$ cat src/rtl/seg_pkg.sv
// Shared constants and payload types for the 7-segment scan controller.
package seg_pkg;

  localparam int unsigned MAX_DIG = 4;
  localparam logic [7:0]  SEG_BLANK = 8'hFF;

  // Active-low hex glyphs with the decimal point off (bit7 = 1).
  localparam logic [7:0] HEX7 [16] = '{
    8'hC0, 8'hF9, 8'hA4, 8'hB0, 8'h99, 8'h92, 8'h82, 8'hF8,
    8'h80, 8'h90, 8'h88, 8'h83, 8'hC6, 8'hA1, 8'h86, 8'h8E
  };

  typedef struct packed {
    logic [3:0]  dp;
    logic [15:0] digits;
  } seg_data_t;

endpackage

$ cat src/rtl/seg_scan_if.sv
// Display data in, scan position and segment code out.
interface seg_scan_if;
  logic [15:0] din;
  logic [3:0]  dp_in;
  logic        din_vld;
  logic        blank_lz;
  logic [3:0]  sel;
  logic [7:0]  seg;
  logic        frame_done;

  modport master (
    output din, dp_in, din_vld, blank_lz,
    input  sel, seg, frame_done
  );

  modport slave (
    input  din, dp_in, din_vld, blank_lz,
    output sel, seg, frame_done
  );
endinterface

$ cat src/rtl/seg_hex_dec.sv
// Nibble to active-low 7-segment glyph (g..a), decimal point excluded.
module seg_hex_dec
  import seg_pkg::*;
(
  input  logic [3:0] nib,
  output logic [6:0] seg_c
);

  always_comb begin
    seg_c = HEX7[nib][6:0];
  end

endmodule

$ cat src/rtl/seg_scan.sv
// Multiplexed 7-segment scan controller with frame-aligned double buffering
// and optional leading-zero blanking.
module seg_scan
  import seg_pkg::*;
#(
  parameter int unsigned SCAN_DIV = 50000,
  parameter int unsigned DIG_NUM  = 4
) (
  input  logic       clk,
  input  logic       rst_n,
  seg_scan_if.slave  bus
);

  localparam int unsigned CNT_W = $clog2(SCAN_DIV);
  localparam logic [CNT_W-1:0] CNT_MAX = CNT_W'(SCAN_DIV - 1);
  localparam logic [1:0]       IDX_MAX = 2'(DIG_NUM - 1);

  logic [CNT_W-1:0]   cnt;
  logic [1:0]         idx;
  seg_data_t          active_q;
  seg_data_t          pending_q;
  logic               pend_q;
  logic               tick_c;
  logic               wrap_tick_c;
  logic               zero_run;
  logic [MAX_DIG-1:0] blank_c;
  logic [3:0]         nib_c;
  logic [6:0]         hex_c;
  logic [7:0]         code_c;

  always_comb begin
    tick_c      = (cnt == CNT_MAX);
    wrap_tick_c = tick_c && (idx == IDX_MAX);
  end

  // Slot divider and digit index.
  always_ff @(posedge clk or negedge rst_n) begin
    if (!rst_n) begin
      cnt <= '0;
      idx <= '0;
    end else if (tick_c) begin
      cnt <= '0;
      idx <= (idx == IDX_MAX) ? 2'd0 : idx + 2'd1;
    end else begin
      cnt <= cnt + CNT_W'(1);
    end
  end

  // New data waits in pending until the frame boundary; a load landing on
  // the boundary itself goes straight to active.
  always_ff @(posedge clk or negedge rst_n) begin
    if (!rst_n) begin
      active_q  <= '0;
      pending_q <= '0;
      pend_q    <= 1'b0;
    end else if (wrap_tick_c) begin
      pend_q <= 1'b0;
      if (bus.din_vld) begin
        active_q <= '{dp: bus.dp_in, digits: bus.din};
      end else if (pend_q) begin
        active_q <= pending_q;
      end
    end else if (bus.din_vld) begin
      pending_q <= '{dp: bus.dp_in, digits: bus.din};
      pend_q    <= 1'b1;
    end
  end

  // A digit is blank when it and every digit above it are zero.
  always_comb begin
    blank_c  = '0;
    zero_run = 1'b1;
    for (int k = int'(MAX_DIG) - 1; k >= 1; k--) begin
      if (k < int'(DIG_NUM)) begin
        zero_run   = zero_run & (active_q.digits[4*k +: 4] == 4'h0);
        blank_c[k] = bus.blank_lz & zero_run;
      end
    end
  end

  always_comb begin
    nib_c  = active_q.digits[{idx, 2'b00} +: 4];
    code_c = blank_c[idx] ? SEG_BLANK : {~active_q.dp[idx], hex_c};
  end

  seg_hex_dec u_hex_dec (
    .nib   (nib_c),
    .seg_c (hex_c)
  );

  always_ff @(posedge clk or negedge rst_n) begin
    if (!rst_n) begin
      bus.sel        <= 4'd0;
      bus.seg        <= SEG_BLANK;
      bus.frame_done <= 1'b0;
    end else begin
      bus.sel        <= {2'b00, idx};
      bus.seg        <= code_c;
      bus.frame_done <= wrap_tick_c;
    end
  end

endmodule

$ cat src/flat_wrapper.sv
// flat-port wrapper written by rule: the top's interface ports become plain ports
module seg_scan_flat import seg_pkg::*;
#(
  parameter int unsigned SCAN_DIV = 50000,
  parameter int unsigned DIG_NUM  = 4
)
  (clk, rst_n, bus_din, bus_dp_in, bus_din_vld, bus_blank_lz, bus_sel, bus_seg, bus_frame_done);
  seg_scan_if bus_i ();
  input  logic clk;
  input  logic rst_n;
  input wire logic [$bits(bus_i.din)-1:0] bus_din;
  input wire logic [$bits(bus_i.dp_in)-1:0] bus_dp_in;
  input wire logic [$bits(bus_i.din_vld)-1:0] bus_din_vld;
  input wire logic [$bits(bus_i.blank_lz)-1:0] bus_blank_lz;
  output wire logic [$bits(bus_i.sel)-1:0] bus_sel;
  output wire logic [$bits(bus_i.seg)-1:0] bus_seg;
  output wire logic [$bits(bus_i.frame_done)-1:0] bus_frame_done;
  assign bus_i.din = bus_din;
  assign bus_i.dp_in = bus_dp_in;
  assign bus_i.din_vld = bus_din_vld;
  assign bus_i.blank_lz = bus_blank_lz;
  assign bus_sel = bus_i.sel;
  assign bus_seg = bus_i.seg;
  assign bus_frame_done = bus_i.frame_done;
  seg_scan #(.SCAN_DIV(SCAN_DIV), .DIG_NUM(DIG_NUM)) u_core (.clk(clk), .rst_n(rst_n), .bus(bus_i));
endmodule
$ cat config.mk
export PLATFORM = sky130hd
export DESIGN_NAME = seg_scan_flat
export DESIGN_NICKNAME = d
export VERILOG_FILES = /design/src/rtl/seg_pkg.sv /design/src/rtl/seg_scan_if.sv /design/src/rtl/seg_hex_dec.sv /design/src/rtl/seg_scan.sv /design/src/flat_wrapper.sv
export SDC_FILE = /design/constraint.sdc
export NUM_CORES = 1
export LEC_CHECK = 0
export CORE_UTILIZATION = 63
export DETAILED_ROUTE_END_ITERATION = 16
export DONT_BUFFER_PORTS = 1
export PLACE_DENSITY = 0.79
export RECOVER_POWER = 100
export SYNTH_ARGS = -nofsm -noshare
export SYNTH_HDL_FRONTEND = slang
export SYNTH_HIERARCHICAL = 1
export SYNTH_SLANG_ARGS = --single-unit
export TNS_END_PERCENT = 30
$ cat constraint.sdc
create_clock -name clk -period 2.83 [get_ports clk]
set_input_delay 0.283 -clock clk [delete_from_list [all_inputs] [get_ports clk]]
set_output_delay 0.283 -clock clk [all_outputs]
set_load 0.02 [all_outputs]
### Yosys cells after proc, flatten, opt, wreduce, memory -nomap -nowiden

Memories as Yosys holds them, arrays and structs flattened.
Index checks and enable logic that the tools add are counted.

* memories: 1
* register bits after elaboration: 70
* bits in writable memories: 0
* bits in latches: 0
* ROM bits: 128
* input bits: 24

* mux-type cells: 13
* shifts and indexed selects: 1
* divide/modulo/power cells: 0
* reduce and logical (&&, ||, !) cells: 8
* multipliers: 0
* add/subtract/negate cells: 2
* bitwise logic cells: 8
* equality and inequality tests: 2
* $lt $le $gt $ge: 2

Memories
* (name not given): depth 16, width 8, rd ports 1, clocked after Yosys merged registers in 0, write ports 0, line seg_hex_dec.sv:10 `seg_c = HEX7[nib][6:0];`

Operators by type and width (count)
* 20-bit two-way mux: 2
* 16-bit by 1-bit adder with 16-bit output (second input constant): 1
* 16-bit == test (second input constant): 1
* 16-bit two-way mux: 1
* 16-bit by 5-bit variable part select with 4-bit output: 1
* 7-bit two-way mux: 2
* 4-bit logical NOT: 3
* 8-bit two-way mux: 1
* 1-bit bitwise AND: 5
* 5-bit greater-or-equal comparator (second input constant): 1
* 4-bit NOT with 5-bit output: 1
* 1-bit binary-select mux with 2-bit select: 2
* 1-bit two-way mux: 4
* 2-bit AND reduction: 2
* 2-bit nonzero test: 2
* 2-bit by 3-bit less-than comparator with 1-bit output (second input constant): 1
* 2-bit by 1-bit adder with 2-bit output (second input constant): 1
* 2-bit == test (second input constant): 1
* 2-bit two-way mux: 1
* 1-bit NOT: 2
* 1-bit logical AND: 1

### Logic depth before layout (Yosys ltp)

Gate-level depths: netlist of the first run.

* word-level depth: 7
* depth in mapped cells: 8

### By module

The synthesis of the first run kept the hierarchy.

Modules (own cells, without submodules)
* seg_scan: area an instance 3133.0 sq um, times used 1, cells an instance 225
* seg_hex_dec: area an instance 262.8 sq um, times used 1, cells an instance 31

### Least setup slack after synthesis of the first run

OpenSTA, ideal clock, no wires.

* kind: register -> register
* start point: reg u_core.idx[0]
* end point: reg u_core.bus.seg[3]
* arrival: 2.220 ns
* clock period less this slack: 2.304 ns
* library setup time: 0.084 ns
* cell stages (with the launch flop): 8
* data required time: 2.746 ns
* path slack: 0.526 ns
* path through: dfrtp_1 -> buf_2 -> mux4_2 -> inv_1 -> ha_1 -> inv_1 -> mux4_1 -> or2_2

* cells in the longest elaborated chain, start to end: 6
* elaborated cells on any way between the ends: 8
* classes of those cells: 1 x shift; 5 x mux; 1 x bitwise; 1 x memory

RTL lines
* from (decl): line seg_scan.sv:19 `logic [1:0] idx;`
* from (signal assigned): line seg_scan.sv:43 `idx <= (idx == IDX_MAX) ? 2'd0 : idx + 2'd1;`
* 16-bit by 5-bit variable part select with 4-bit output: line seg_scan.sv:82 `nib_c = active_q.digits[{idx, 2'b00} +: 4];`
* net u_core.nib_c[0]: line seg_scan.sv:27 `logic [3:0] nib_c;`
* 4-bit NOT with 5-bit output (implied by the code): line seg_hex_dec.sv:10
* memory read 16 x 8 bit
* 7-bit two-way mux (implied by the code) (2 in series): line seg_hex_dec.sv:10
* net u_core.hex_c[3]: line seg_scan.sv:28 `logic [6:0] hex_c;`
* 8-bit two-way mux: line seg_scan.sv:83 `code_c = blank_c[idx] ? SEG_BLANK : {~active_q.dp[idx], hex_c};`
* net u_core.code_c[3]: line seg_scan.sv:29 `logic [7:0] code_c;`
* to (signal assigned): line seg_scan.sv:98 `bus.seg <= code_c;`
* to (decl): line seg_scan_if.sv:18 `output sel, seg, frame_done`

The timed path passes the listed nets, and every way through them passes these cells. The select of a mux whose other input is x is not followed.
A chain may end at the register's enable or synchronous reset.

### Worst setup path in the final report of the first run

Ends and elaborated chain as after synthesis.

==> results of run 1 <==
==> per-stage QoR <==
stage | area (µm²) | power, W | setup slack, ps
6_report | 3640 | 0.00205 | 454
5_1_grt | 3640 | 0.00214 | 297
4_1_cts | 3670 | 0.00208 | 495
3_5_place_dp | 3430 | 0.00123 | 515
3_3_place_gp | 3430 | 0.00122 | 586
2_1_floorplan | 3400 | 0.00121 | 526
==> power by group <==
part	switching [W]	internal (W)
registers	0.0000328	0.00105
clock network	0.000366	0.000455
logic	0.0000629	0.0000796
==> cells in the mapped netlist, types with 5 or more instances <==
cell type	instances
or2_2	8
nor4_1	5
o21ai_0	6
xnor2_1	7
xor2_1	7
dfrtp_1	62
nand3_1	8
mux4_2	5
dfstp_2	8
mux2i_1	6
mux2_2	60
nor2_1	13
ha_1	9
nand2_1	6
inv_1	6
nor3_1	5
==> repair_timing <==
action / in CTS / in global routing
gates resized for setup: 0 / 0
endpoints found under the hold margin: 70 / 0
hold buffers: 2 / 0
setup endpoints to repair: 0 / 0
==> logic make-up (layout without fill, tap and decap cells) <==
logic type                 Yosys count  in the layout
adders and majority gates            9              9
muxes                               73             73
AOI/OAI and AO/OA                    9              9
DFF                                 70             70
buffers and inverters               18             28
xor gates and xnor gates            14             14
other                                1              2
and+or+nand+nor                     62             62
==> layout make-up <==
cell class                      count  area (µm²)
Tap cell                           70        87.6
Clock inverter                      5        56.3
Fill cell                         388        1500
Multi-Input combinational cell    169        1530
Timing Repair Buffer                5        28.8
Clock buffer                       11         151
Sequential cell                    70        1760
Inverter                            7        26.3
==> sequential cells by signal (all words and copies together), names as in the netlist <==
signal	cells
u_core/pending_q	20
u_core/bus.frame_done	1
u_core/idx	2
u_core/bus.sel	2
u_core/active_q	20
u_core/pend_q	1
u_core/bus.seg	8
u_core/cnt	16
==> critical path, delay by kind of cell (launching register included) <==
family | cells | cell delay [ps]
flops | 1 | 480
mux | 2 | 1200
simple gates | 1 | 300
buf+inv | 1 | 330
==> routing by layer <==
| metal | GRT usage, % | share of wire, % |
|---|---|---|
| met5 | 0 | 0 |
| met4 | 10.9 | 2.2 |
| met3 | 5.69 | 4.5 |
| met2 | 34.1 | 45 |
| met1 | 31.3 | 48 |
==> final timing paths <==
| check | to | slack [ps] | start |
|---|---|---|---|
| worst max register to register | u_core/bus.seg[3] | 450 | u_core/idx[0] |
| worst max-delay path | u_core/bus.seg[3] | 450 | u_core/idx[0] |
| min in group asynchronous | u_core/active_q[16] | 960 | rst_n |
| max in group asynchronous | u_core/cnt[7] | 880 | rst_n |
| worst min register to register | u_core/cnt[0] | 480 | u_core/cnt[0] |
| worst min-delay path | u_core/pending_q[5] | 90 | bus_din[5] |
==> reports/results.ini, run 1 <==
[drt]
wl_per_cell_um=16.5
drc=0
dr_total_vias=1912
drtPass1Iterations=4
viasPerCell=5.67
ant_nets=0
initialDrtViolationCount=80
route.final.wire_length_um=5550

[yosys]
synth_top_family_by_area=multiplexers
synth_mux_area_share_pct=26.1
synthSimpleGateAreaFrac_pct=10.3
synth_fa_ha_area_share_pct=3.32
synth_cell_types=36
synth_top_area_cell=dfrtp_1
ys_seq_area_share_pct=51.9
synth_edf_count=0
synth_ff_type=dfrtp_1
ys_async_sr_fraction_pct=100
synthCells=256
synth_compound_area_share_pct=1.51
avgSynthCellArea_um2=13.3
netlist.area_leader.share_pct=45.7
yosys_register_bits=70
netlist_top_cells_area=dfrtp_1, mux2_2, dfstp_2
synth-xor-area-share_pct=3.61
ys_warn_count=6
syn_area_um2=3400

[worst_hold_path]
holdPathStages=1
hold_class=input port to flop

[final_layout]
instances_no_fill=337
antennaDiodeCount=0
nets=295
final_cell_mix=dfrtp_1, mux2_2, nor2_1, clkbuf_8, ha_1
final_util_pct=70.9
drive_above_1_share_pct=36.3
layout_commonest_cell=dfrtp_1
area_growth_pct=7.26

[timing]
worst_pin_slew_ps=1680
setup_tns_ps=0
drv_slew=71
hold_viol_final=0
fin_hold_ws_ps=91.5
fin_crit_ps=2380
fin_crit_sh_pct=84.0
skew_ps=5.98
rsz0062_at_grt=no
finalSetupViolCount=0
fmax_mhz=421
slew_headroom_pct=-12.1

[die]
die_y_um=75.4
start_util_pct=66.1
fp-row-count=26
core-area_um2=5140
fp.dieW_um=75.4
die_area_um2=5690
io_pins=37

[clock_network]
clk_latency_ps=340
numCtsBuffers=9
path_clk_slew_ps=70
cts_sinks=70
cts_tree=built
cts_setup_buffers=0
clock-root-buffer=clkbuf_8
clk_path_buf_depth=2
cts_max_level=3

[critical_path]
worst_path_max_delay_cell=mux4_2
worstPathRequired_ps=3090
path_cells=clkbuf_1 -> mux4_2 -> mux4_1 -> or2_2
r2r_cells=4
start_kind=flop
crit_arrival_ps=2640
critPathCaptureType=flop
critPathMaxFanout=12
path_class=flop to flop
critPathMaxStageDelay_ps=710

[status]
status=finished, violations left
violations=max-capacitance violations, max-slew violations

[pwr]
power_density_nw_per_um2=562
p_leak_nw=1.60
vdd_drop_max_mv=0.372

[grt]
gr-total-overflow=0
grt_max_degree=71
grt_usage_pct=22.7
antenna_found_initial=0
grt_pass1_vias=1944
grt_pass1_wl_um=9220

[flow_run]
drv_cap=1

[place]
io_buffers=0
hpwl_um=3740
place_congestion=0.822
place_inst=319

Note: power is estimated with default switching activity, not from simulation.
==> inputs of run 2 (changes only) <==
--- a/config.mk
+++ b/config.mk
@@ -5,10 +5,10 @@
 export SDC_FILE = /design/constraint.sdc
 export NUM_CORES = 1
 export LEC_CHECK = 0
-export CORE_UTILIZATION = 63
+export CORE_UTILIZATION = 57
 export DETAILED_ROUTE_END_ITERATION = 16
 export DONT_BUFFER_PORTS = 1
-export PLACE_DENSITY = 0.79
+export PLACE_DENSITY = 0.75
 export RECOVER_POWER = 100
 export SYNTH_ARGS = -nofsm -noshare
 export SYNTH_HDL_FRONTEND = slang
==> constraint.sdc (replaced) <==
create_clock -name clk -period 1.97 [get_ports clk]
set_input_delay 0.197 -clock clk [delete_from_list [all_inputs] [get_ports clk]]
set_output_delay 0.197 -clock clk [all_outputs]
set_load 0.02 [all_outputs]
==> run 2 against run 1 <==
  * First-iteration DRC count stayed put
  * Power is 52% higher
  * Global-route usage is 0.45 points higher
  * Clock power is 57% higher
  * Flip-flop and latch count stayed put
  * Critical endpoint is now u_core/bus.seg[2]
  * Critical path type unchanged
  * Sequential share of layout area is 5.2 points lower
  * The run ends with negative setup slack left
==> reports/results.ini, run 2 (synthesized netlist as in run 1, its figures left out) <==
[final_layout]
top_regs=u_core/active_q (20), u_core/pending_q (20), u_core/cnt (16)
regArea_um2=1760  ; about the same
final_util_pct=72.8  ; +1.9 points
antennaDiodeCount=0  ; unchanged
nets=334  ; +13%
drive_above_1_share_pct=44.4  ; +8.1 points
multi_input_comb_area_um2=1550  ; +1.4%
layout_commonest_cell=dfrtp_1
fill_cells=389  ; +0.26%
area_growth_pct=20.2
final_cell_mix=dfrtp_1, mux2_2, dlygate4sd3_1, buf_4, nor2_1

[clock_network]
numCtsBuffers=9  ; unchanged
cts_max_level=3  ; unchanged
cts_sinks=70  ; unchanged
clk_latency_ps=350  ; about the same
clock-root-buffer=clkbuf_8
clk_path_buf_depth=2  ; unchanged
path_clk_slew_ps=80  ; about the same
cts_tree=built

[drt]
drtPass1Iterations=4  ; unchanged
viasPerCell=5.57  ; -1.8%
drc=0  ; unchanged
route.final.wire_length_um=6490  ; +17%
initialDrtViolationCount=80  ; unchanged
ant_nets=0  ; unchanged
wl_per_cell_um=17.2  ; +4.4%
dr_total_vias=2106  ; +10%

[pwr]
power_density_nw_per_um2=764  ; +36%
p_leak_nw=1.80  ; +12%
p_seq_share_pct=50.0  ; -2.9 points
combPwrFrac_pct=8.7  ; +1.7 points
vdd_drop_max_mv=0.486  ; +31%
p_int_w=0.00242  ; +53%
net-switching-power_w=0.000701  ; +52%
pwr-share-clk_pct=41.2  ; +1.1 points
switching_share_pct=22.5  ; -0.082 points

[place]
place_congestion=0.804  ; -2.2%
io_buffers=0  ; unchanged
hpwl_um=3970  ; +6.3%

[grt]
grt_usage_pct=23.2  ; +0.45 points
antenna_found_initial=0  ; unchanged
grt_pass1_vias=2183  ; +12%
gr-total-overflow=0  ; unchanged
grt_max_degree=71  ; unchanged
grt_pass1_wl_um=10600  ; +15%

[die]
die_area_um2=6270  ; +10%
fp-row-count=27  ; +3.8%
start_util_pct=60.6  ; -5.5 points
die_y_um=79.2  ; +5.0%
fp.dieW_um=79.2  ; +5.0%
io_pins=37  ; unchanged
core-area_um2=5610  ; +9.1%

[timing]
fmax_mhz=495  ; +18%
slew_headroom_pct=38.5  ; +51 points
setup_ws_ps=-49.9  ; -504 ps
finalSetupViolCount=3  ; +3
hold_viol_final=0  ; unchanged
fin_crit_ps=2020  ; -356 ps
worst_pin_slew_ps=923  ; -758 ps
skew_ps=5.51  ; -0.471 ps
drv_slew=0  ; -100%
fin_crit_sh_pct=103  ; +19 points
fin_hold_ws_ps=8.06  ; -83.5 ps
rsz0062_at_grt=yes

[critical_path]
start_kind=flop
critPathCaptureType=flop
worstPathRequired_ps=2250  ; -840 ps
cp_num_buf_inv=2  ; +1
worst_path_max_delay_cell=mux4_2
crit_family=multiplexers
path_class=flop to flop
crit_arrival_ps=2300  ; -340 ps
critPathMaxFanout=4  ; -8
path_cells=mux4_2 -> inv_4 -> buf_4 -> ha_2 -> nand2b_1 -> o21ai_0 -> or2_2
critPathMaxStageDelay_ps=590  ; -120 ps

[status]
status=finished, violations left
violations=negative setup slack

[flow_run]
drv_cap=0  ; -1

[worst_hold_path]
hold_class=input port to flop

[run 2: changes by cell type in the layout (fill, tap and decap cells not counted), moves of 2 or more]
cell | previous run | this run
buf_12 | 0 | 2
dlygate4sd3_1 | 1 | 20
dfstp_2 | 0 | 8
inv_4 | 0 | 2
inv_1 | 6 | 3
ha_1 | 9 | 5
buf_4 | 0 | 20
dfstp_1 | 8 | 0
ha_2 | 0 | 3
clkbuf_2 | 3 | 0
[run 2: power by group through the flow]
stage | registers (W) | clock network (W) | logic (W)
2_1_floorplan | 0.00157 | 0 | 0.000170
3_3_place_gp | 0.00158 | 0 | 0.000195
3_5_place_dp | 0.00159 | 0 | 0.000200
4_1_cts | 0.00156 | 0.00131 | 0.000269
5_1_grt | 0.00157 | 0.00137 | 0.000297
6_report | 0.00156 | 0.00129 | 0.000272
[run 2: cell type report]
type	instances	area share, %
Inverter	7	0.766
Multi-Input combinational cell	169	38.0
Clock buffer	10	3.37
Clock inverter	6	2.08
Sequential cell	70	43.2
Timing Repair Buffer	44	10.4
Tap cell	72	2.21
[run 2: path summary, 6_finish.rpt]
check	from	end	slack, ps	depth (start not counted)
max in group asynchronous	rst_n	u_core/idx[0]	740	2
min reg2reg	u_core/cnt[0]	u_core/cnt[0]	480	1
max	u_core/idx[0]	u_core/bus.seg[2]	-50	7
max reg2reg	u_core/idx[0]	u_core/bus.seg[2]	-50	7
min	bus_din_vld	u_core/pend_q	8	2
min in group asynchronous	rst_n	u_core/pending_q[14]	600	2
[run 2: repair_timing]
| action | in CTS | in global routing |
|---|---|---|
| hold buffers | 21 | 0 |
| setup endpoints to repair | 11 | 47 |
| setup buffers | 1 | 1 |
| pin swaps | 1 | 2 |
| hold endpoints to repair | 89 | 0 |
| gates resized for setup | 0 | 4 |
| cloned | 0 | 1 |
[run 2: stage by stage]
stage                     power, W  TNS (ps)  instances  area (µm²)  worst slack, ps
after floorplan            0.00174      -113        257        3430             -106
after global placement     0.00178     -1.04        338        3600            -1.04
after detailed placement   0.00179      -117        338        3600            -56.8
after CTS                  0.00314      -166        376        4060            -68.1
after global routing       0.00324     -2660        378        4080             -107
final                      0.00312      -103        378        4080            -49.9
[run 2: layer usage]
layer	track usage (%)	wire, µm
met1	31.3	2920
met5	0	0
met4	10.0	157
met3	6.32	203
met2	35.2	3220
